### src/rtl/space_inv_pkg.sv
// Shared types and screen constants for the space-invaders game blocks.
// Holds the fire-scheduler state encoding, the vertical screen bound used to
// saturate missile spawn positions, and the frame-tick edge-detect helper that
// every frame-paced block uses (input -> sync flop -> delay flop, pulse on 0->1).
package space_inv_pkg;

  typedef enum logic [2:0] {
    IDLE,
    COOLDOWN,
    SELECT,
    ISSUE,
    HALT
  } fire_state_t;

  localparam logic [9:0] SCREEN_Y_MAX = 10'd479;

  // One-cycle pulse on the rising edge seen between the two frame flops.
  function automatic logic frame_rise(input logic sync_q, input logic prev_q);
    return sync_q & ~prev_q;
  endfunction

endpackage

### src/rtl/lfsr16.sv
// 16-bit Fibonacci LFSR (taps 16,14,13,11), advances every clock.
// Ports: Clk, Reset_n (async active-low), seed (reset value, must be non-zero),
//        q (current LFSR state).
module lfsr16 (
  input  logic        Clk,
  input  logic        Reset_n,
  input  logic [15:0] seed,
  output logic [15:0] q
);

  logic feedback_c;

  assign feedback_c = q[15] ^ q[13] ^ q[12] ^ q[10];

  // Maximal-length taps: a non-zero seed never reaches the all-zero state.
  always_ff @(posedge Clk or negedge Reset_n) begin
    if (!Reset_n) begin
      q <= seed;
    end else begin
      q <= {q[14:0], feedback_c};
    end
  end

endmodule

### src/rtl/alien_fire_scheduler.sv
// Chooses which alien fires the next enemy missile and hands one request at a
// time to the missile launcher on a frame-paced pseudo-random cooldown.
// Ports:
//   Clk, Reset_n                 clock, async active-low reset
//   frame_clk                    vsync-rate tick (edge detected internally)
//   game_enable                  low forces IDLE (except from HALT)
//   alien_hit / alien_oob        per-alien dead / reached-bottom flags
//   alien_x_flat / alien_y_flat  per-alien centre, alien i at [i*10 +: 10]
//   slot_busy                    per-slot missile-in-flight flags
//   fire_ready                   launcher accepts the pending request
//   fire_valid, fire_slot, fire_x, fire_y, fire_src   fire request
//   wave_clear, invaded          sticky game-state flags
module alien_fire_scheduler
  import space_inv_pkg::*;
#(
  parameter int unsigned NUM_ALIENS    = 8,
  parameter int unsigned NUM_SLOTS     = 2,
  parameter logic [9:0]  COOLDOWN_MIN  = 10'd30,
  parameter int unsigned COOLDOWN_RAND = 4,
  parameter logic [9:0]  FIRE_Y_OFFSET = 10'd12,
  parameter logic [15:0] LFSR_SEED     = 16'hACE1,
  localparam int unsigned SLOT_W = (NUM_SLOTS > 1) ? $clog2(NUM_SLOTS) : 1,
  localparam int unsigned SRC_W  = (NUM_ALIENS > 1) ? $clog2(NUM_ALIENS) : 1
) (
  input  logic                    Clk,
  input  logic                    Reset_n,
  input  logic                    frame_clk,
  input  logic                    game_enable,
  input  logic [NUM_ALIENS-1:0]   alien_hit,
  input  logic [NUM_ALIENS-1:0]   alien_oob,
  input  logic [10*NUM_ALIENS-1:0] alien_x_flat,
  input  logic [10*NUM_ALIENS-1:0] alien_y_flat,
  input  logic [NUM_SLOTS-1:0]    slot_busy,
  input  logic                    fire_ready,
  output logic                    fire_valid,
  output logic [SLOT_W-1:0]       fire_slot,
  output logic [9:0]              fire_x,
  output logic [9:0]              fire_y,
  output logic [SRC_W-1:0]        fire_src,
  output logic                    wave_clear,
  output logic                    invaded
);

  localparam int unsigned CNT_W = SRC_W + 1;

  fire_state_t       state_q, state_d;
  logic [9:0]        cooldown_q, cooldown_d;
  logic [SRC_W-1:0]  rr_ptr_q, rr_ptr_d;
  logic [SRC_W-1:0]  cand_q, cand_d;
  logic [CNT_W-1:0]  scanned_q, scanned_d;
  logic              fire_valid_q, fire_valid_d;
  logic [SLOT_W-1:0] fire_slot_q, fire_slot_d;
  logic [9:0]        fire_x_q, fire_x_d;
  logic [9:0]        fire_y_q, fire_y_d;
  logic [SRC_W-1:0]  fire_src_q, fire_src_d;
  logic              wave_clear_q, wave_clear_d;
  logic              invaded_q, invaded_d;
  logic              frame_s1_q, frame_s2_q;

  logic [15:0]       lfsr_q;
  logic              lfsr_unused_c;
  logic              frame_tick_c;
  logic [9:0]        cooldown_load_c;
  logic [SLOT_W-1:0] free_slot_c;
  logic              any_free_c;
  logic              all_hit_c;
  logic              invade_c;
  logic [10:0]       spawn_y_c;

  lfsr16 u_lfsr (
    .Clk     (Clk),
    .Reset_n (Reset_n),
    .seed    (LFSR_SEED),
    .q       (lfsr_q)
  );

  assign lfsr_unused_c   = ^lfsr_q[15:COOLDOWN_RAND];
  assign frame_tick_c    = frame_rise(frame_s1_q, frame_s2_q);
  assign cooldown_load_c = COOLDOWN_MIN + 10'(lfsr_q[COOLDOWN_RAND-1:0]);
  assign any_free_c      = ~&slot_busy;
  assign all_hit_c       = &alien_hit;
  assign invade_c        = |(alien_oob & ~alien_hit);
  // 11-bit sum so the offset cannot wrap before the saturation compare.
  assign spawn_y_c       = {1'b0, alien_y_flat[32'(cand_q)*10 +: 10]} + {1'b0, FIRE_Y_OFFSET};

  // Lowest-index free slot.
  always_comb begin
    free_slot_c = '0;
    for (int i = NUM_SLOTS - 1; i >= 0; i--) begin
      if (!slot_busy[i]) free_slot_c = SLOT_W'(i);
    end
  end

  // Round-robin increment modulo NUM_ALIENS.
  function automatic logic [SRC_W-1:0] wrap_inc(input logic [SRC_W-1:0] idx);
    return (32'(idx) == NUM_ALIENS - 1) ? '0 : idx + SRC_W'(1);
  endfunction

  // Next-state and next-output logic.
  always_comb begin
    state_d      = state_q;
    cooldown_d   = cooldown_q;
    rr_ptr_d     = rr_ptr_q;
    cand_d       = cand_q;
    scanned_d    = scanned_q;
    fire_valid_d = fire_valid_q;
    fire_slot_d  = fire_slot_q;
    fire_x_d     = fire_x_q;
    fire_y_d     = fire_y_q;
    fire_src_d   = fire_src_q;
    wave_clear_d = wave_clear_q;
    invaded_d    = invaded_q;

    case (state_q)
      IDLE: begin
        fire_valid_d = 1'b0;
        if (game_enable) begin
          cooldown_d = cooldown_load_c;
          state_d    = COOLDOWN;
        end
      end
      COOLDOWN: begin
        if (cooldown_q != 10'd0) begin
          if (frame_tick_c) cooldown_d = cooldown_q - 10'd1;
        end else if (any_free_c) begin
          cand_d    = rr_ptr_q;
          scanned_d = '0;
          state_d   = SELECT;
        end
      end
      SELECT: begin
        if (!alien_hit[cand_q]) begin
          fire_src_d   = cand_q;
          fire_x_d     = alien_x_flat[32'(cand_q)*10 +: 10];
          fire_y_d     = (spawn_y_c > {1'b0, SCREEN_Y_MAX}) ? SCREEN_Y_MAX : spawn_y_c[9:0];
          fire_slot_d  = free_slot_c;
          fire_valid_d = 1'b1;
          state_d      = ISSUE;
        end else if (scanned_q == CNT_W'(NUM_ALIENS - 1)) begin
          state_d = HALT;
        end else begin
          cand_d    = wrap_inc(cand_q);
          scanned_d = scanned_q + CNT_W'(1);
        end
      end
      ISSUE: begin
        // A handshake takes priority over an abort and swallows a coincident tick.
        if (fire_ready) begin
          fire_valid_d = 1'b0;
          rr_ptr_d     = wrap_inc(fire_src_q);
          cooldown_d   = cooldown_load_c;
          state_d      = COOLDOWN;
        end else if (alien_hit[fire_src_q]) begin
          fire_valid_d = 1'b0;
          cand_d       = rr_ptr_q;
          scanned_d    = '0;
          state_d      = SELECT;
        end
      end
      HALT: begin
        fire_valid_d = 1'b0;
      end
      default: begin
        fire_valid_d = 1'b0;
        state_d      = IDLE;
      end
    endcase

    if (!game_enable && state_q != HALT) begin
      fire_valid_d = 1'b0;
      state_d      = IDLE;
    end

    // Invasion outranks wave-clear when both appear on the same cycle.
    if (invade_c) begin
      invaded_d    = 1'b1;
      fire_valid_d = 1'b0;
      state_d      = HALT;
    end else if (all_hit_c) begin
      wave_clear_d = 1'b1;
      fire_valid_d = 1'b0;
      state_d      = HALT;
    end
  end

  // State and output registers.
  always_ff @(posedge Clk or negedge Reset_n) begin
    if (!Reset_n) begin
      state_q      <= IDLE;
      cooldown_q   <= '0;
      rr_ptr_q     <= '0;
      cand_q       <= '0;
      scanned_q    <= '0;
      fire_valid_q <= 1'b0;
      fire_slot_q  <= '0;
      fire_x_q     <= '0;
      fire_y_q     <= '0;
      fire_src_q   <= '0;
      wave_clear_q <= 1'b0;
      invaded_q    <= 1'b0;
      frame_s1_q   <= 1'b0;
      frame_s2_q   <= 1'b0;
    end else begin
      state_q      <= state_d;
      cooldown_q   <= cooldown_d;
      rr_ptr_q     <= rr_ptr_d;
      cand_q       <= cand_d;
      scanned_q    <= scanned_d;
      fire_valid_q <= fire_valid_d;
      fire_slot_q  <= fire_slot_d;
      fire_x_q     <= fire_x_d;
      fire_y_q     <= fire_y_d;
      fire_src_q   <= fire_src_d;
      wave_clear_q <= wave_clear_d;
      invaded_q    <= invaded_d;
      frame_s1_q   <= frame_clk;
      frame_s2_q   <= frame_s1_q;
    end
  end

  assign fire_valid = fire_valid_q;
  assign fire_slot  = fire_slot_q;
  assign fire_x     = fire_x_q;
  assign fire_y     = fire_y_q;
  assign fire_src   = fire_src_q;
  assign wave_clear = wave_clear_q;
  assign invaded    = invaded_q;

endmodule

### config.mk
export PLATFORM = sky130hd
export DESIGN_NAME = alien_fire_scheduler
export DESIGN_NICKNAME = d
export VERILOG_FILES = /design/src/rtl/space_inv_pkg.sv /design/src/rtl/lfsr16.sv /design/src/rtl/alien_fire_scheduler.sv
export SDC_FILE = /design/constraint.sdc
export NUM_CORES = 1
export LEC_CHECK = 0
export BUFFER_PORTS_ARGS = -buffer_cell sky130_fd_sc_hd__buf_2
export CORE_MARGIN = 4
export CORE_UTILIZATION = 49
export CTS_BUF_LIST = sky130_fd_sc_hd__clkbuf_4 sky130_fd_sc_hd__clkbuf_8
export CTS_CLUSTER_SIZE = 40
export DETAILED_ROUTE_END_ITERATION = 6
export HOLD_SLACK_MARGIN = 0.15
export PLACE_DENSITY = 0.88
export SETUP_SLACK_MARGIN = 0.05
export SLEW_MARGIN = 20
export SYNTH_ARGS = -nofsm -noshare
export SYNTH_HDL_FRONTEND = slang
export SYNTH_SLANG_ARGS = --single-unit
### constraint.sdc
create_clock -name Clk -period 4.15 [get_ports Clk]
set_clock_uncertainty 0.15 [all_clocks]
set_input_delay 0.83 -clock Clk [delete_from_list [all_inputs] [get_ports Clk]]
set_output_delay 0.83 -clock Clk [all_outputs]
set_load 0.01 [all_outputs]
==> results of run 1 <==
[registers in the layout, indices dropped and copies added (netlist names), 3 cells and up]
register / cells
scanned_q: 4
fire_y: 10
state_q: 3
cooldown_q: 10
fire_src: 3
cand_q: 3
rr_ptr_q: 3
fire_x: 10
u_lfsr.q: 16
[kinds of logic after synthesis]
family	Yosys count	synth area share, %
AND/OR/NAND/NOR	125	13.08
AO/OA/AOI/OAI	78	10.35
multiplexers	75	30.28
flip-flops	68	37.05
buffers and inverters	42	4.252
XOR/XNOR	12	2.275
adder cells (fa/ha/maj)	10	2.709
[power breakdown]
group	leakage, nW	switching, mW	internal [mW]	total (mW)
logic	1.80	0.164	0.191	0.355
clock network	0.0910	0.253	0.274	0.526
registers	0.871	0.0253	0.682	0.708
[final timing paths]
path	slack [ps]	start	end
max	680	cand_q[0]$_DFFE_PN0P_	fire_y[5]$_DFFE_PN0P_
min	200	u_lfsr.q[4]$_DFF_PN0_	u_lfsr.q[5]$_DFF_PN1_
max reg2reg	680	cand_q[0]$_DFFE_PN0P_	fire_y[5]$_DFFE_PN0P_
min reg2reg	200	u_lfsr.q[4]$_DFF_PN0_	u_lfsr.q[5]$_DFF_PN1_
max in group asynchronous	2650	Reset_n	cooldown_q[0]$_DFFE_PN0P_
min in group asynchronous	470	Reset_n	state_q[0]$_DFFE_PN0P_
[placed cells by master, fill, tap and decap left out, types with 11 or more instances in the layout]
master / n
a21oi_1: 19
nand2_1: 45
inv_1: 15
dfrtp_1: 58
nor3_1: 12
mux4_2: 36
nor2_1: 26
o21ai_0: 31
mux2i_1: 21
buf_2: 209
nand3_1: 11
[layer usage]
| layer | wire [um] | up-vias | GRT usage (%) |
|---|---|---|---|
| met3 | 971 | 26 | 6.794 |
| met2 | 7459 | 187 | 45.51 |
| met1 | 5186 | 2077 | 30.27 |
| met5 | 0 | - | 0 |
| li1 | - | 1974 | - |
| met4 | 369 | 0 | 11.72 |
[final cells by class]
cell class,instances,area [sq um],area share [%]
Clock buffer,9,123.9,2.087
Inverter,16,60.06,1.012
Multi-Input combinational cell,300,2716,45.77
Clock inverter,7,67.56,1.139
Timing Repair Buffer,217,1106,18.64
Tap cell,111,138.9,2.340
Antenna cell,3,7.507,0.1265
Sequential cell,68,1714,28.88
[per-stage QoR]
step	utilization (%)	hold WS (ps)	area, sq um	cells
floorplan	-	181.2	4619	410
global route	64.53	210.2	5934	731
detailed placement	62.31	194.6	5731	712
CTS	64.39	206.0	5922	728
finish	64.53	204.0	5934	731
global placement	62.31	186.3	5731	712
[worst max-delay path, cell delays in order, from the launching register on]
cell	delay (ps)
dfrtp_2	540
buf_4	490
mux4_1	680
mux2i_4	250
xor2_1	270
nand4_1	170
a211oi_2	420
nor3_1	100
a221o_1	270
==> reports/metrics.cfg, run 1 <==
[detailed_routing]
drt-vias-per-instance=5.833
routedWlPerCell_um=19.13
dr.pass1.iters=4
routed_wl_mm=13.99
initialDrtViolationCount=187
post-route-drc-count=0
route.vias.total=4264
drtAntennaViolNets=0

[grt]
antenna_found_initial=3
grt_usage_pct=26.17
grt_pass1_vias=4533
grt_pass1_wl_mm=22.57
overflow=0
grt_max_degree=45

[clocking]
cts_max_path_buffers=2
cts_setup_buffers=0
cts-buffers-inserted=9
cts_tree=yes
cts-resized-gates=0
htreeDepth=3
clkTransAtPathRegs_ps=70
hold_buffers=0
worstSkewPairLatency_ps=340
cts-root-buf=clkbuf_8
clkSinkCount=68

[timing]
hold_viol_final=0
setup_tns_ps=0
fin_crit_ps=3467
rsz0062_at_grt=no
slew_headroom_pct=37.59
tightest_slew_ps=936.2
drv_slew=0
fin_crit_sh_pct=83.55
layout_setup_ws_ps=682.5
setup_viol=0
max_freq_mhz=288.4

[placed_design]
pre_cts_ws_ps=472.6
dp_hpwl_mm=11.56
gp_congestion=0.9603
port_buffers=209

[hold_path]
hp-class=flip-flop to flip-flop
hold_path_depth=0

[synth]
synth_common_cells=60 x dfrtp_1, 45 x nand2_1, 36 x mux4_2
syn_area_per_cell_sq_um=11.27
seq_area_frac_synth_pct=37.05
syn_area_sq_mm=0.004619
synthArstFlopShare_pct=100.0
synthCells=410
yosysTopAreaCellShare_pct=32.50
synth_seq_cells=68
synth-main-ff-cell=dfrtp_1
synth.distinct_cells=53
synthTopCellsByArea=dfrtp_1 33%, mux4_2 18%, mux4_1 5.7%
synth_edf_count=0
syn_nets=603
synth_top_area_cell=dfrtp_1
yosysMostFrequentCell=dfrtp_1
synth_warnings=0

[final_layout]
nets=805
fillers=732
drive_above_1_share_pct=47.33
synthToLayoutAreaGrowth_pct=28.47

[outcome]
status=finished clean

[power_and_ir_drop]
peakVddDrop_uv=186.1
p_total_mw=1.589
p_leak_nw=2.758
p_per_area_mw_per_mm2=267.8

[critical_path]
r2r_cells=8
crit_fanout=28
cp.arrival_ps=3550
endpoint_kind=flip-flop
worstPathRequired_ps=4230
criticalPathCategory=flip-flop to flip-flop
worstSetupStartpointType=flip-flop

[job]
maxCapViolCount=0

[floorplan]
die_h_um=105.1
die_w_um=105.1
dieArea_sq_mm=0.01105
fp.coreArea_sq_mm=0.009196
pin_count=210
initial_core_util_pct=50.23
placementRows=35

(Power assumes the default switching activity.)
==> run 2: changes to the inputs <==
==> constraint.sdc (replaced) <==
create_clock -name Clk -period 3.3 [get_ports Clk]
set_clock_uncertainty 0.15 [all_clocks]
set_input_delay 0.66 -clock Clk [delete_from_list [all_inputs] [get_ports Clk]]
set_output_delay 0.66 -clock Clk [all_outputs]
set_load 0.01 [all_outputs]
==> run 2 against run 1 <==
Final cell count grew 1.8%; sequential power rose by 25%; clock-buffer cell count grew 1; hold slack improved by 4.0 ps; cell area is 2.0% higher; die area did not move; sequential cell count unchanged; setup slack got worse by 510 ps; power up 29%.
==> reports/metrics.cfg, run 2 (synthesis results as in run 1) <==
[outcome]
status=finished clean

[grt]
grt_max_degree=31
grt_pass1_wl_mm=23.04
overflow=0
grt_usage_pct=26.50
antenna_found_initial=2
grt_pass1_vias=4633

[floorplan]
initial_core_util_pct=50.23
pin_count=210
dieArea_sq_mm=0.01105
die_h_um=105.1
die_w_um=105.1
fp.coreArea_sq_mm=0.009196
placementRows=35

[clocking]
clkSinkCount=68
worstSkewPairLatency_ps=350
cts-buffers-inserted=9
cts-root-buf=clkbuf_8
cts_max_path_buffers=2
cts_tree=yes
clkTransAtPathRegs_ps=80
htreeDepth=3

[critical_path]
startpoint=cand_q[0]$_DFFE_PN0P_
critPathMaxStageDelay_ps=600
worstPathRequired_ps=3380
path_cells=buf_4 > mux4_1 > mux2i_2 > nor3_1 > or4b_4 > mux2i_4 > a31oi_1 > a21boi_1
r2r_cells=8
worstSetupStartpointType=flip-flop
crit_fanout=11
criticalPathCategory=flip-flop to flip-flop
cp.arrival_ps=3210
critical_path.slowest_cell=mux4_1
rrSetupSlack_ps=170
crit_family=multiplexers
worst-path-stages=8
crit_path_end=fire_y[6]$_DFFE_PN0P_
endpoint_kind=flip-flop
reg2reg_from=cand_q[0]$_DFFE_PN0P_
crit_buf_inv=1
reg2reg_to=fire_y[6]$_DFFE_PN0P_

[timing]
rsz0062_at_grt=yes
max_freq_mhz=319.7
tightest_slew_ps=774.3
drv_slew=0
setup_viol=0
fin_crit_ps=3128
hold_viol_final=0
setup_tns_ps=0
timing.hold.ws_ps=208.0
slew_headroom_pct=48.38
fin_crit_sh_pct=94.78

[power_and_ir_drop]
p_sw_uw=581.4
p_per_area_mw_per_mm2=339.6
switching_share_pct=28.30
p_comb_share_pct=23.1
clkPwrFrac_pct=33.7
peakVddDrop_uv=214.0
p_leak_nw=2.839
p_int_mw=1.473
p_seq_share_pct=43.2

[detailed_routing]
drt-vias-per-instance=5.851
dr.pass1.iters=5
post-route-drc-count=0
routedWlPerCell_um=19.36
route.vias.total=4353
drtAntennaViolNets=0
initialDrtViolationCount=265
routed_wl_mm=14.40

[final_layout]
largest-register=u_lfsr.q
nets=819
largest_reg_flops=16
drive_above_1_share_pct=48.65
synthToLayoutAreaGrowth_pct=30.99
final_common_cell=buf_2
final_util_pct=65.80
final_cell_area_sq_mm=0.006051
final_cells=744
mostFrequentLayoutCells=209 x buf_2, 58 x dfrtp_1, 45 x nand2_1

[placed_design]
placed_cell_area_sq_mm=0.005828
gp_congestion=0.9636
dp.cells=725
dp_hpwl_mm=11.78
port_buffers=209

[job]
maxCapViolCount=0

[hold_path]
hp-class=flip-flop to flip-flop

[run 2: cell count changes in the layout (fill, tap and decap cells not counted), moves of 2 or more]
| cell | previous run | this run |
|---|---|---|
| clkinvlp_4 | 3 | 1 |
| mux2i_2 | 1 | 3 |
| clkinv_4 | 0 | 2 |
| mux2i_1 | 21 | 19 |
| buf_4 | 8 | 21 |
[run 2: cell type report]
type                            instances  area [sq um]
Inverter                               16         60.06
Clock inverter                          6         65.06
Fill cell                             732          3146
Clock buffer                           10         131.4
Timing Repair Buffer                  231          1214
Sequential cell                        68          1714
Multi-Input combinational cell        300          2723
Antenna cell                            2         5.005
Tap cell                              111         138.9
[run 2: power groups by stage]
stage          Sequential [mW]  Clock (mW)  Combinational, mW
6_report                 0.887       0.692              0.475
5_1_grt                  0.891       0.744              0.518
4_1_cts                  0.886       0.703              0.471
3_5_place_dp             0.902           0              0.469
3_3_place_gp             0.900           0              0.450
2_1_floorplan            0.889           0              0.273
[run 2: worst min-delay path by stage]
stage,startpoint,end,depth (start not counted)
after global placement,u_lfsr.q[9]$_DFF_PN0_,u_lfsr.q[10]$_DFF_PN1_,0
after floorplan,u_lfsr.q[8]$_DFF_PN0_,u_lfsr.q[9]$_DFF_PN0_,0
final,u_lfsr.q[8]$_DFF_PN0_,u_lfsr.q[9]$_DFF_PN0_,0
after global routing,u_lfsr.q[5]$_DFF_PN1_,u_lfsr.q[6]$_DFF_PN1_,0
after detailed placement,u_lfsr.q[9]$_DFF_PN0_,u_lfsr.q[10]$_DFF_PN1_,0
after CTS,u_lfsr.q[5]$_DFF_PN1_,u_lfsr.q[6]$_DFF_PN1_,0
[run 2: layer usage]
metal | global-route usage (%) | part of all wire (%) | vias up
li1 | - | - | 1994
met1 | 31.06 | 37 | 2110
met5 | 0 | 0 | -
met2 | 46.47 | 53 | 212
met4 | 10.78 | 2.9 | 0
met3 | 6.485 | 7.1 | 37
[run 2: what timing repair did]
action	4_1_cts	5_1_grt
hold endpoints to repair	12	0
endpoints found under the setup margin	0	4
resized for setup	0	3
hold buffers	1	0
buffers inserted	0	0
[run 2: stage by stage]
stage	power [mW]	worst slack [ps]
finish	2.055	172.2
global route	2.154	23.46
CTS	2.060	117.5
detailed placement	1.371	38.04
global placement	1.350	76.88
floorplan	1.162	186.1
==> run 3: changes to the inputs <==
==> constraint.sdc (replaced) <==
create_clock -name Clk -period 3.3 [get_ports Clk]
set_clock_uncertainty 0.15 [all_clocks]
set_input_delay 0.33 -clock Clk [delete_from_list [all_inputs] [get_ports Clk]]
set_output_delay 0.33 -clock Clk [all_outputs]
set_load 0.01 [all_outputs]
==> run 3 against run 2 <==
Utilization rose by 0.64 points; sequential cell count unchanged; sequential power barely moved; critical path depth grew 1; critical endpoint is now cand_q[0]$_DFFE_PN0P_; wire length up 2.8%; fmax is 0.61% higher.
==> reports/metrics.cfg, run 3 (synthesis results as in run 1) <==
[floorplan]
die_h_um=105.1
fp.coreArea_sq_mm=0.009196
placementRows=35
initial_core_util_pct=50.23
dieArea_sq_mm=0.01105
die_w_um=105.1
pin_count=210

[timing]
tightest_slew_ps=880.4
slew_headroom_pct=41.31
fin_crit_sh_pct=94.21
layout_setup_ws_ps=191.2
rsz0062_at_grt=no
setup_viol=0
timing.hold.ws_ps=161.9
fin_crit_ps=3109
max_freq_mhz=321.7
hold_viol_final=0
drv_slew=0
setup_tns_ps=0

[critical_path]
cp.arrival_ps=3170
crit_path_end=cand_q[0]$_DFFE_PN0P_
crit_fanout=11
worstSetupStartpointType=flip-flop
reg2reg_to=cand_q[0]$_DFFE_PN0P_
endpoint_kind=flip-flop
rrSetupSlack_ps=190
reg2reg_from=cooldown_q[0]$_DFFE_PN0P_
startpoint=cooldown_q[0]$_DFFE_PN0P_
worstPathRequired_ps=3360
r2r_cells=9
criticalPathCategory=flip-flop to flip-flop

[power_and_ir_drop]
p_int_mw=1.479
p_per_area_mw_per_mm2=341.9
p_seq_share_pct=42.4
p_leak_nw=2.846
p_comb_share_pct=23.4
peakVddDrop_uv=203.0
p_sw_uw=609.9
p_total_mw=2.089
switching_share_pct=29.19
clkPwrFrac_pct=34.2

[grt]
grt_max_degree=42
grt_pass1_vias=4548
antenna_found_initial=1
grt_pass1_wl_mm=23.43
grt_usage_pct=27.07
overflow=0

[final_layout]
nets=818
synthToLayoutAreaGrowth_pct=32.26
final_cell_area_sq_mm=0.006110
final_common_cell=buf_2
largest_reg_flops=16
drive_above_1_share_pct=48.57
largest-register=u_lfsr.q
fillers=734
mostFrequentLayoutCells=209 x buf_2, 58 x dfrtp_1, 45 x nand2_1

[clocking]
cts_tree=yes
worstSkewPairLatency_ps=350
cts-root-buf=clkbuf_8
htreeDepth=3
clkTransAtPathRegs_ps=90
clkSinkCount=68
cts-buffers-inserted=9
cts_max_path_buffers=2

[placed_design]
placed_cell_area_sq_mm=0.005803
pre_cts_ws_ps=88.58
port_buffers=209
gp_congestion=1.014
dp_hpwl_mm=12.02

[detailed_routing]
routed_wl_mm=14.81
drtAntennaViolNets=0
initialDrtViolationCount=231
post-route-drc-count=0
routedWlPerCell_um=19.96
dr.pass1.iters=5
drt-vias-per-instance=5.850
route.vias.total=4341

[outcome]
status=finished clean

[job]
maxCapViolCount=0

[hold_path]
hp-class=input pin to flip-flop

-- run 3: changes by cell type in the layout (fill, tap and decap cells not counted), sizes merged --
cell and delta:
diode -1, dlygate4sd3 +2, clkinv -3, inv +4
buf -4
-- run 3: repair_timing --
item,in CTS,in global routing
hold endpoints to repair,36,0
endpoints found under the setup margin,0,11
gates resized for setup,0,8
setup buffers,0,1
hold buffers,3,0
-- run 3: how the worst min path moves through the flow --
stage | startpoint | end | slack (ps) | cells past startpoint
finish | slot_busy[0] | fire_slot$_DFFE_PN0P_ | 160 | 3
global route | slot_busy[0] | fire_slot$_DFFE_PN0P_ | 180 | 3
CTS | slot_busy[0] | fire_slot$_DFFE_PN0P_ | 160 | 3
detailed placement | u_lfsr.q[4]$_DFF_PN0_ | u_lfsr.q[5]$_DFF_PN1_ | 190 | 0
global placement | u_lfsr.q[14]$_DFF_PN0_ | u_lfsr.q[15]$_DFF_PN1_ | 180 | 0
floorplan | Reset_n | cand_q[0]$_DFFE_PN0P_ | -120 | 0
-- run 3: power by group through the flow --
stage	sequential (mW)	clock (mW)	combinational (mW)
floorplan	0.889	0	0.273
global placement	0.899	0	0.442
detailed placement	0.901	0	0.466
CTS	0.885	0.732	0.469
global route	0.890	0.775	0.529
finish	0.886	0.715	0.488
-- run 3: per-stage QoR --
stage,util (%),cells
floorplan,-,410
global route,66.44,742
global placement,63.10,720
detailed placement,63.10,720
CTS,65.66,739
finish,66.44,742
-- run 3: worst max-delay path, stage by stage, from the launching register on --
cell and delay, ps:
dfrtp_1 360, inv_1 100, ha_1 210, or4b_1 550, a2111o_1 460, mux2i_1 140, a21oi_1 80, or3_1 350
buf_4 180, o21ai_0 370
-- run 3: routing by layer --
layer	part of all wire (%)	wire, um	GRT usage (%)	vias up
met5	0	0	0	-
met4	3.7	545	8.997	0
met3	6.3	932	4.509	42
met2	52	7712	48.95	211
met1	38	5622	32.68	2099
li1	-	-	-	1989
-- run 3: final cells by class --
cell class	count	area, sq um	share of cell area [%]
Clock inverter	7	81.33	1.331
Clock buffer	9	123.9	2.027
Antenna cell	1	2.502	0.04096
Inverter	16	60.06	0.9830
Timing Repair Buffer	230	1245	20.38
Tap cell	111	138.9	2.273
Multi-Input combinational cell	300	2744	44.91
Sequential cell	68	1714	28.06
